### src/rtl/word_entry_buffer_pkg.sv
// Shared definitions for the word entry path (entry buffer, display driver, game logic).
// Holds the edit-state enum, ASCII control/printable codes and default word geometry.
// No logic here; consumers import word_entry_buffer_pkg::*.
package word_entry_buffer_pkg;

    typedef enum logic {
        EDIT      = 1'b0,
        COMMITTED = 1'b1
    } state_e;

    localparam logic [7:0] PAD_CHAR = 8'h20;  // space, value of an empty slot
    localparam logic [7:0] BS_CHAR  = 8'h08;  // backspace
    localparam logic [7:0] TAB_CHAR = 8'h09;  // commit key
    localparam logic [7:0] PRINT_LO = 8'h20;  // lowest printable code
    localparam logic [7:0] PRINT_HI = 8'h7E;  // highest printable code

    localparam int DEFAULT_DEPTH  = 10;
    localparam int DEFAULT_CHAR_W = 8;

endpackage

### src/rtl/word_entry_buffer_ascii_classify.sv
// Classifies one keyboard code as backspace, commit or printable.
// Purely combinational, zero latency.
// No flow control; outputs follow char_i directly.
module ascii_classify
    import word_entry_buffer_pkg::*;
#(
    parameter int                 CHAR_W      = DEFAULT_CHAR_W,
    parameter logic [CHAR_W-1:0]  BS_CODE     = CHAR_W'(BS_CHAR),
    parameter logic [CHAR_W-1:0]  COMMIT_CODE = CHAR_W'(TAB_CHAR)
) (
    input  logic [CHAR_W-1:0] char_i,
    output logic              is_bs_o,
    output logic              is_commit_o,
    output logic              is_printable_o
);

    assign is_bs_o        = (char_i == BS_CODE);
    assign is_commit_o    = (char_i == COMMIT_CODE);
    // Printable range is fixed ASCII space..tilde regardless of the control codes chosen.
    assign is_printable_o = (char_i >= CHAR_W'(PRINT_LO)) && (char_i <= CHAR_W'(PRINT_HI));

endmodule

### src/rtl/word_entry_buffer.sv
// Captures typed characters into DEPTH slots with backspace, overflow and commit/compare.
// One-cycle latency from accepted strobe to updated letters/length/pulses.
// No backpressure: one char per strobe; chars outside EDIT or with load low are dropped.
module word_entry_buffer
    import word_entry_buffer_pkg::*;
#(
    parameter int                DEPTH       = DEFAULT_DEPTH,
    parameter int                CHAR_W      = DEFAULT_CHAR_W,
    parameter int                LEN_W       = 4,
    parameter logic [CHAR_W-1:0] PAD_CODE    = CHAR_W'(PAD_CHAR),
    parameter logic [CHAR_W-1:0] BS_CODE     = CHAR_W'(BS_CHAR),
    parameter logic [CHAR_W-1:0] COMMIT_CODE = CHAR_W'(TAB_CHAR)
) (
    input  logic                    clk,
    input  logic                    reset,
    input  logic                    clear,
    input  logic                    load,
    input  logic                    char_valid,
    input  logic [CHAR_W-1:0]       char_in,
    input  logic [DEPTH*CHAR_W-1:0] target,
    output logic [DEPTH*CHAR_W-1:0] letters,
    output logic [LEN_W-1:0]        length,
    output logic                    empty,
    output logic                    full,
    output logic                    committed,
    output logic                    done,
    output logic                    match,
    output logic                    overflow
);

    // Slot 0 sits in the LSBs so the packed array maps straight onto the letters bus.
    logic [DEPTH-1:0][CHAR_W-1:0] slots_q, slots_d;
    logic [LEN_W-1:0]             length_q, length_d;
    state_e                       state_q, state_d;
    logic                         done_q, done_d;
    logic                         match_q, match_d;
    logic                         overflow_q, overflow_d;

    logic is_bs, is_commit, is_printable;
    logic accept;
    logic buf_empty, buf_full;
    logic [LEN_W-1:0] length_m1;

    ascii_classify #(
        .CHAR_W      (CHAR_W),
        .BS_CODE     (BS_CODE),
        .COMMIT_CODE (COMMIT_CODE)
    ) u_classify (
        .char_i         (char_in),
        .is_bs_o        (is_bs),
        .is_commit_o    (is_commit),
        .is_printable_o (is_printable)
    );

    assign accept    = load && char_valid && (state_q == EDIT);
    assign buf_empty = (length_q == '0);
    assign buf_full  = (length_q == LEN_W'(DEPTH));
    assign length_m1 = length_q - LEN_W'(1);

    // Next-state: clear wins over any character; otherwise apply one edit action.
    always_comb begin
        slots_d    = slots_q;
        length_d   = length_q;
        state_d    = state_q;
        done_d     = 1'b0;
        match_d    = match_q;
        overflow_d = 1'b0;
        if (clear) begin
            slots_d  = {DEPTH{PAD_CODE}};
            length_d = '0;
            state_d  = EDIT;
            match_d  = 1'b0;
        end else if (accept) begin
            if (is_bs) begin
                if (!buf_empty) begin
                    for (int i = 0; i < DEPTH; i++) begin
                        if (LEN_W'(i) == length_m1) slots_d[i] = PAD_CODE;
                    end
                    length_d = length_m1;
                end
            end else if (is_commit) begin
                // Padding is part of the compare, so shorter targets must be space-padded.
                state_d = COMMITTED;
                done_d  = 1'b1;
                match_d = (slots_q == target);
            end else if (is_printable) begin
                if (buf_full) begin
                    overflow_d = 1'b1;
                end else begin
                    for (int i = 0; i < DEPTH; i++) begin
                        if (LEN_W'(i) == length_q) slots_d[i] = char_in;
                    end
                    length_d = length_q + LEN_W'(1);
                end
            end
        end
    end

    // State register; reset drops the word immediately without waiting for an edge.
    always_ff @(posedge clk or posedge reset) begin
        if (reset) begin
            slots_q    <= {DEPTH{PAD_CODE}};
            length_q   <= '0;
            state_q    <= EDIT;
            done_q     <= 1'b0;
            match_q    <= 1'b0;
            overflow_q <= 1'b0;
        end else begin
            slots_q    <= slots_d;
            length_q   <= length_d;
            state_q    <= state_d;
            done_q     <= done_d;
            match_q    <= match_d;
            overflow_q <= overflow_d;
        end
    end

    assign letters   = slots_q;
    assign length    = length_q;
    assign empty     = buf_empty;
    assign full      = buf_full;
    assign committed = (state_q == COMMITTED);
    assign done      = done_q;
    assign match     = match_q;
    assign overflow  = overflow_q;

endmodule

### config.mk
export PLATFORM = sky130hd
export DESIGN_NAME = word_entry_buffer
export DESIGN_NICKNAME = d
export VERILOG_FILES = /design/src/rtl/word_entry_buffer_pkg.sv /design/src/rtl/word_entry_buffer_ascii_classify.sv /design/src/rtl/word_entry_buffer.sv
export SDC_FILE = /design/constraint.sdc
export NUM_CORES = 1
export LEC_CHECK = 0
export ABC_AREA = 1
export BUFFER_PORTS_ARGS = -buffer_cell sky130_fd_sc_hd__buf_2
export CAP_MARGIN = 20
export CORE_MARGIN = 3
export CORE_UTILIZATION = 42
export CTS_CLUSTER_DIAMETER = 100
export CTS_CLUSTER_SIZE = 24
export DETAILED_ROUTE_END_ITERATION = 8
export GPL_TIMING_DRIVEN = 1
export PLACE_DENSITY = 0.75
export SLEW_MARGIN = 20
export SYNTH_ARGS = -nofsm -noshare
export SYNTH_HDL_FRONTEND = slang
export SYNTH_SLANG_ARGS = --single-unit
### constraint.sdc
create_clock -name clk -period 3.3 [get_ports clk]
set_input_delay 0.495 -clock clk [delete_from_list [all_inputs] [get_ports clk]]
set_output_delay 0.495 -clock clk [all_outputs]
set_load 0.02 [all_outputs]
==> impl_metrics.tcl <==
set metrics [dict create \
    timing.fmax_ghz 0.426 \
    tightest_slew_ps 1090 \
    clkTransAtPathRegs_ps 70 \
    syn_area_um2 5770 \
    syn_nets 975 \
    synth_edf_count 0 \
    detail-route-antenna-nets 0 \
    hp-class "in -> async" \
    crit_family "simple AND/OR/NAND/NOR gates" \
    syn_to_final_growth_pct 24.1 \
    drv_slew 0 \
    drive_gt1_share_pct 24.2 \
    synth.avg_cell_area_um2 6.59 \
    relSlewSlack_pct 26.8 \
    postLayoutCoreUtil_pct 53.7 \
    die_x_um 123 \
    fin_hold_ws_ps 279 \
    place_congestion 0.865 \
    yosys_warnings 0 \
    crit_path_top_delay_cell "nor2_8" \
    fin_crit_ps 2350 \
    post_cts_resized 0 \
    multi_input_area_um2 2900 \
    cts_setup_buffers 0 \
    numCtsBuffers 9 \
    cap_violations 0 \
    drc 0 \
    routedWlPerCell_um 15.0 \
    post-route-period-util_pct 71.1 \
    seq_area_frac_synth_pct 38.4 \
    crit_path_max_incr_delay_ps 480 \
    p_leak_nw 4.30 \
    drtIter0Drc 439 \
    fp.dieH_um 123 \
    critPathBufInv 3 \
    setup_viol 0 \
    overflow 0 \
    rsz0062_at_grt "false" \
    hold_viol 0 \
    postSynthCellCount 876 \
    final_nets 1164 \
    ys_types 30 \
    fp.dieArea_um2 15200 \
    grt_max_degree 47 \
    finalSetupTns_ps 0 \
    start_util_pct 43.3 \
    yosysTopAreaCell "dfrtp_1" \
    grt_pass1_vias 5263 \
    cp.arrival_ps 2630 \
    crit_type "reg -> reg" \
    num_io_pins 183 \
    start_kind "register" \
    synth_top_cell_area_share_pct 33.8 \
    worstPathRequired_ps 3580 \
    cts_tree "done" \
    hpwlAfterDp_mm 14.3 \
    layout_common_cells "nand2_1 (371), buf_2 (182), inv_1 (137)" \
    grt_pass1_wl_mm 28.4 \
    synth_seq_cells 88 \
    vdd_drop_max_mv 0.374 \
    coreArea_um2 13300 \
    grt_usage_pct 24.6 \
    dr.pass1.iters 5 \
    final_common_cell "nand2_1" \
    drt-total-wl_mm 18.8 \
    outcome "finished clean" \
    htreeDepth 3 \
    worstSkewPairLatency_ps 350 \
    clockBufferDepth 2 \
    cts-root-buf "clkbuf_16" \
    critPathCaptureType "register" \
    powerDensity_nw_per_um2 571 \
    synth_area_leaders "dfrtp_1 (34%), nand2_1 (24%), inv_1 (9.0%)" \
    cp_max_fo 41 \
    skew_ps 5.72 \
    cts.sinks 88 \
    crit_chain "inv_1 > ha_1 > inv_1 > nor2_2 > nand3_1 > nand3_4 > nor2_8 > buf_4 > nand3_1 > nand2_1" \
    cts_hold_buf 0 \
    portBuffers 182 \
    synth_flop_cell "dfrtp_1" \
    antenna_found_initial 0 \
    nFillCells 1358 \
    synth-async-reset-ratio_pct 100 \
    seq_area_um2 2210 \
    vias_per_cell 4.86 \
    vias 6064 \
    num_rows 42 \
]
## metal layers
layer	global-route usage [%]	up-vias	wire, um
met1	34.7	2796	8310
met2	39.3	230	8660
li1	-	3014	-
met4	7.20	0	361
met3	3.57	24	1420
met5	0	-	0
## layout make-up
cell class	instances	share of cell area (%)
diodes	1	0.0349
clock buffers	9	3.14
clock inverters	7	1.12
inverters	144	7.56
multi-input cells	631	40.5
flip-flops and latches	88	30.9
well taps	176	3.07
repair buffers	191	13.7
## synth_stat cells, types with 6 or more instances
library cell,number
nand2_1,371
a21oi_4,9
o21ai_0,19
dfrtp_1,78
inv_1,138
a21oi_1,10
ha_1,6
dfstp_2,10
xor2_1,7
nand2_2,11
inv_2,6
nor2_1,88
nand3_1,74
xnor2_1,8
buf_6,6
nand4_1,7
## report_power, final
| group | internal [W] | leakage, nW | switching, W | total (W) |
|---|---|---|---|---|
| Clock | 0.000597 | 0.148 | 0.000480 | 0.00108 |
| Combinational | 0.000492 | 3.02 | 0.000990 | 0.00148 |
| Sequential | 0.00129 | 1.14 | 0.000243 | 0.00153 |
| Total | 0.00238 | 4.30 | 0.00171 | 0.00409 |
## sequential cells by signal, summed over array words and instances, names as in the netlist
signal	cells
letters	80
done	1
length	4
overflow	1
match	1
committed	1
## cells by family after synthesis
family / synth area share (%)
AOI/OAI and AO/OA: 5.53
xor gates and xnor gates: 2.56
adders and majority gates: 1.30
buffers and inverters: 11.4
DFF: 38.4
and+or+nand+nor: 40.9
## path summary, 6_finish.rpt
check | startpoint | to | slack, ps | cells past startpoint
max in group asynchronous | reset | letters[69] | 2150 | 3
setup reg to reg | length[0] | letters[40] | 950 | 10
hold reg to reg | letters[37] | letters[37] | 480 | 2
hold / removal | reset | letters[32] | 280 | 2
setup / recovery | length[0] | letters[40] | 950 | 10
min in group clk | load | overflow | 460 | 3
## stage by stage
stage | total power [W] | area (um2) | instances | setup WS [ps]
global placement | 0.00301 | 6860 | 1230 | 1010
CTS | 0.00410 | 7160 | 1246 | 981
finish | 0.00409 | 7170 | 1247 | 953
global route | 0.00435 | 7160 | 1246 | 735
detailed placement | 0.00303 | 6860 | 1230 | 955
floorplan | 0.00249 | 5770 | 876 | 543
Note: power is estimated with default switching activity, not from simulation.
